### src/rtl/wb_arbiter.sv
// Writeback arbiter: merges ALU and load results into an in-order queue that
// drives the register-file write port, and tracks outstanding writes per register.
module wb_arbiter #(
  parameter int unsigned DATA_W = 16,
  parameter int unsigned ADDR_W = 5,
  parameter int unsigned DEPTH  = 4
) (
  input  logic                          clk,
  input  logic                          reset,
  input  logic                          alu_valid,
  output logic                          alu_ready,
  input  logic [ADDR_W-1:0]             alu_addr,
  input  logic [DATA_W-1:0]             alu_data,
  input  logic                          mem_valid,
  output logic                          mem_ready,
  input  logic [ADDR_W-1:0]             mem_addr,
  input  logic [DATA_W-1:0]             mem_data,
  input  logic                          rsv_valid,
  input  logic [ADDR_W-1:0]             rsv_addr,
  output logic                          rf_write,
  output logic [ADDR_W-1:0]             rf_w_addr,
  output logic [DATA_W-1:0]             rf_d_in,
  output logic [(1<<ADDR_W)-1:0]        pending,
  output logic [$clog2(DEPTH):0]        count
);

  localparam int unsigned PTR_W = $clog2(DEPTH);
  localparam int unsigned CNT_W = PTR_W + 1;
  localparam int unsigned NREG  = 1 << ADDR_W;

  logic [ADDR_W-1:0] addr_q [DEPTH];
  logic [DATA_W-1:0] data_q [DEPTH];

  logic [PTR_W-1:0] head_q, head_d;
  logic [PTR_W-1:0] tail_q, tail_d;
  logic [CNT_W-1:0] count_q, count_d;
  logic [NREG-1:0]  pending_q, pending_d;

  logic             mem_enq, alu_enq;
  logic [PTR_W-1:0] alu_slot;

  // Ready looks only at registered occupancy so there is no path from the pop.
  always_comb begin
    mem_ready = !reset && (count_q < CNT_W'(DEPTH));
    alu_ready = !reset && ((count_q + CNT_W'(mem_valid)) < CNT_W'(DEPTH));
    mem_enq   = mem_valid && mem_ready && (mem_addr != '0);
    alu_enq   = alu_valid && alu_ready && (alu_addr != '0);
    alu_slot  = tail_q + PTR_W'(mem_enq);

    rf_write  = !reset && (count_q != '0);
    rf_w_addr = addr_q[head_q];
    rf_d_in   = data_q[head_q];

    head_d    = head_q + PTR_W'(rf_write);
    tail_d    = tail_q + PTR_W'(mem_enq) + PTR_W'(alu_enq);
    count_d   = count_q + CNT_W'(mem_enq) + CNT_W'(alu_enq) - CNT_W'(rf_write);

    // Clear on pop first so a same-cycle reservation of that register wins.
    pending_d = pending_q;
    if (rf_write) pending_d[rf_w_addr] = 1'b0;
    if (rsv_valid && (rsv_addr != '0)) pending_d[rsv_addr] = 1'b1;
  end

  always_ff @(posedge clk) begin
    if (reset) begin
      head_q    <= '0;
      tail_q    <= '0;
      count_q   <= '0;
      pending_q <= '0;
    end else begin
      head_q    <= head_d;
      tail_q    <= tail_d;
      count_q   <= count_d;
      pending_q <= pending_d;
    end
  end

  // Queue storage needs no reset; occupancy alone qualifies the head.
  always_ff @(posedge clk) begin
    if (mem_enq) begin
      addr_q[tail_q] <= mem_addr;
      data_q[tail_q] <= mem_data;
    end
    if (alu_enq) begin
      addr_q[alu_slot] <= alu_addr;
      data_q[alu_slot] <= alu_data;
    end
  end

  assign pending = pending_q;
  assign count   = count_q;

endmodule
### config.mk
export PLATFORM = sky130hd
export DESIGN_NAME = wb_arbiter
export DESIGN_NICKNAME = d
export VERILOG_FILES = /design/src/rtl/wb_arbiter.sv
export SDC_FILE = /design/constraint.sdc
export NUM_CORES = 1
export LEC_CHECK = 0
export CORE_ASPECT_RATIO = 1.5
export CORE_MARGIN = 1
export CORE_UTILIZATION = 56
export CTS_CLUSTER_SIZE = 30
export DETAILED_ROUTE_END_ITERATION = 10
export PLACE_DENSITY = 0.87
export SYNTH_ARGS = -nofsm -noshare
export SYNTH_HDL_FRONTEND = slang
export SYNTH_SLANG_ARGS = --single-unit
### constraint.sdc
create_clock -name clk -period 8 [get_ports clk]
set_input_delay 1.6 -clock clk [delete_from_list [all_inputs] [get_ports clk]]
set_output_delay 1.6 -clock clk [all_outputs]
set_load 0.02 [all_outputs]
Word-level counts from Yosys, hierarchy flattened
Memory sizes are Yosys's and may differ from the RTL's. A register that Yosys moved wholly into a read port is not among the register bits.
Cells that the tools add are included.

operators by class
  bitwise operators = 3
  add/sub/neg operators = 7
  mux-type cells = 12
  reduce and logical (&&, ||, !) cells = 15
  $lt $le $gt $ge = 6

operators with widths
  kind                  number
  $mux W32              2
  $and A32 B32 Y32      1
  $not A32 Y32          1
  $or A32 B32 Y32       1
  $reduce_bool A5 Y1    3
  $lt A5 B6 Y1 const B  2
  $demux W1 S5          2
  $ge A5 B1 Y1 const B  2
  $logic_and A1 B1 Y1   10
  $add A3 B1 Y3         3
  $add A2 B1 Y2         3
  $lt A3 B3 Y1 const B  2
  $mux W1               6
  $mux W2               2
  $reduce_bool A3 Y1    1
  $sub A3 B1 Y3         1
  $logic_not A1 Y1      1

storage, ports and cells
  memory bits (writable) = 84
  logic and storage cells = 49
  register bits after elaboration = 39
  memories = 2

memory list
  memory  words  bits a word  rd ports  clocked after memory_dff  wr ports  line  text
  data_q  4      16           1         1                         2         32    logic [DATA_W-1:0] data_q [DEPTH];
  addr_q  4      5            1         1                         2         31    logic [ADDR_W-1:0] addr_q [DEPTH];

Logic depth before layout (Yosys ltp)
  word-level depth = 9
  mapped depth = 10
  gate-level depth less buffers = 9

Worst setup path after synthesis
OpenSTA, ideal clock, no wires.

  path type = input to register
  start = input port mem_addr[1]
  end = memory addr_q[2][0] (enable)
  stages on the path = 8
  buffers on the path = 1
  data arrival time = 4.092 ns
  path slack = 3.505 ns
  cells stage by stage = or4_1 -> o211ai_1 -> inv_1 -> ha_1 -> nand2b_1 -> nor4_2 -> buf_2 -> o21bai_1

RTL lines
  what             line  text
  start, declared  16    input logic [ADDR_W-1:0] mem_addr,
  end, declared    31

Worst setup path in the final report
  start = input port reset
  end = output port alu_ready

on the way
  word-level cells in the longest chain between the ends = 2

RTL lines
  what                 line  text
  start, declared      9     input logic reset,
  $logic_not A1 Y1     45    alu_ready = !reset && ((count_q + CNT_W'(mem_valid)) < CNT_W'(DEPTH));
  $logic_and A1 B1 Y1  45
  end, declared        11    output logic alu_ready,

Every way passes these cells.

==> metrics <==
Max Slew Vio Count 0; commonest cells after routing, fill and taps aside clkdlybuf4s50_1 (110), edfxtp_1 (84), mux2_2 (78), dfxtp_1 (39), nand2_1 (35); leakage dissipation 2.55 nW; shortest period the worst path allows 5.10 ns; Cell variety after synth 44; Detailed Routing Iterations Pass 1 5; clock-pin transition on the worst setup and hold timing paths 0.05 ns; number of standard cells in the final layout excluding fillers 664; GR peak layer met2; starting DRC count in detailed routing 214; fraction of final layout cells sized beyond drive strength 1 25.6%; total power divided by cell area 292 mW/mm2; summed negative setup slack over all endpoints 0 ns; clock latency on the worst-skew pair 0.41 ns; final-layout fill cell count 606; vias in the first global route 4329; wire length of the first global-routing pass 21600 um; arrival time reported for the critical path endpoint 3.50 ns; die area 0.0109 mm2; Inst Count DP 633; GR Util met3 5.10%; M1 GR Usage 29.3%; class of the worst hold path reg2reg; end point of the worst hold path pending[31]; register-to-register setup slack 4.87 ns; Seq/Total Area, Yosys 56.4%; Num CTS Buffers 17; post-DR wirelength/cell 20.5 um; R2R Path Start count[2]; warning count from the yosys run 0; IO buf count 110; maxcap violations 0; pin count of the biggest net entering global routing 46; worst hold-check slack 0.475 ns; source of the worst hold timing path pending[31]; critical-path maximum fanout 45; DRC Markers 0; Chip Width 85.5 um; area delta synth->final 30.9%; Least-Margin Pin Slew 1.11 ns; endpoints failing setup 0; mean instance size in the synthesized netlist 13.9 um2; DP Worst Slack 2.62 ns; Total Routed Length 13600 um; reg2reg path depth 8; Critical R2R Capture data_q[1][13]; clk sinks 123; placer congestion estimate 0.844; tightest slew margin relative to the limit 25.8%; final instance area 0.00766 mm2; fin worst setup slack 2.90 ns; root cell of the clock tree clkbuf_16; I/O Pins 111; hold violation total from the final report 0; Setup crit end kind primary output; met2 GRT Util 47.0%; most frequent standard cell in the layout excluding fill and tap cells clkdlybuf4s50_1; post-CTS setup buffer count 0; maximum number of buffers from clock root to sink 2; Max Clk Rate 196 MHz; diode insertion count for antenna repair 0; Final Power 2.24 mW; post-detailed-route via-to-cell ratio 6.06; kind of start point of the critical path input pin; overall via count from detail_route 4024; result of the run finished clean; flops & latches, synth 123; post-CTS sizing 0; core footprint 0.0101 mm2; Setup Skew 0.00647 ns; Period Utilization, post-route 63.8%; antenna-violating nets left 0; depth of the CTS H-tree 4; die extent in y 127 um; Worst Path Class, Setup in2out; setup repair after global routing missed its margin false; total of hold buffers inserted after clock tree synthesis 0; count of mapped cells out of synthesis 422; area of placed instances 0.00708 mm2; TritonCTS clock tree built; total overflow reported by the global router 0; Global Route Usage Sum 26.5%; net count after synthesis 480; final layout net count 593; cell count of the worst hold path 2; detailed placement HPWL 8970 um; data required time at the worst endpoint 6.40 ns; core utilization of the finished layout 75.6%; Max VDD drop 0.200 mV; number of antenna violations at the first check in global routing 0; combined area of all synthesized cells 0.00585 mm2; Rows 45; Starting Density 57.8%
## per-layer routing
layer / vias to the layer above / share of wire (%)
li1: 1846 / -
met1: 1921 / 37
met2: 215 / 54
met3: 42 / 6.2
met4: 0 / 3.1
met5: - / 0
## Yosys cell counts (all sizes together)
cell type  number  area, um2
a21o            1       7.51
a21oi          31        155
a31o            1       8.76
a31oi           1       6.26
and3            2       12.5
and3b           3       26.3
and4            1       8.76
buf            18       98.8
clkbuf          5       18.8
dfxtp          39        781
edfxtp         84       2520
fa              2       40.0
ha              4       50.1
inv             8       30.0
mux2           84        946
mux4           21        473
nand2          35        131
nand2b          1       6.26
nand3           1       5.00
nand3b          3       22.5
nand4bb         1       11.3
nor2           10       40.0
nor2b           3       18.8
nor3            3       15.0
nor3b           5       37.5
nor4            4       50.1
o211a           1       10.0
o211ai          1       7.51
o21ai          32        164
o21bai          1       7.51
or2             1       6.26
or3             1       11.3
or3b            3       26.3
or4             3       26.3
or4b            2       20.0
xnor2           5       43.8
xor2            1       8.76
## where the power goes
group | leakage [nW] | switching, mW | internal (mW)
Sequential | 1.08 | 0.0375 | 0.763
Clock | 0.281 | 0.261 | 0.512
Combinational | 1.19 | 0.350 | 0.318
Total | 2.55 | 0.648 | 1.59
## critical path, stage by stage
cell and delay [ns]:
clkdlybuf4s50_1 0.46, buf_4 0.38, inv_1 0.17, o21ai_2 0.25
inv_1 0.08, clkdlybuf4s50_1 0.55
## how the worst max path moves through the flow
stage | startpoint | endpoint | slack [ns] | depth (start not counted)
3_5_place_dp | mem_addr[1] | data_q[1][3] | 2.62 | 9
6_report | reset | alu_ready | 2.90 | 6
3_3_place_gp | mem_addr[1] | data_q[1][13] | 2.73 | 9
2_1_floorplan | mem_addr[1] | addr_q[2][0] | 3.50 | 8
5_1_grt | reset | alu_ready | 2.83 | 6
4_1_cts | reset | alu_ready | 2.92 | 6
## logic make-up after synthesis
logic type	after synthesis	share of synthesized area (%)
DFF	123	56.4
muxes	105	24.2
and+or+nand+nor	82	8.12
AOI/OAI and AO/OA	69	6.26
buffers and inverters	31	2.52
xor gates and xnor gates	6	0.898
adders and majority gates	6	1.54
## registers in the layout (all words and copies together) (netlist names)
signal and cells:
data_q 64, pending 32, addr_q 20, count 3
head_q 2, tail_q 2
## area by class of cell
cell class | count | area, um2 | area share [%]
inverters | 8 | 30.0 | 0.392
flip-flops and latches | 123 | 3300 | 43.1
multi-input cells | 268 | 2440 | 31.9
well taps | 117 | 146 | 1.91
clock buffers | 20 | 437 | 5.70
clock inverters | 11 | 151 | 1.98
repair buffers | 117 | 1150 | 15.1
No activity file was read; power rests on OpenSTA's default activity.
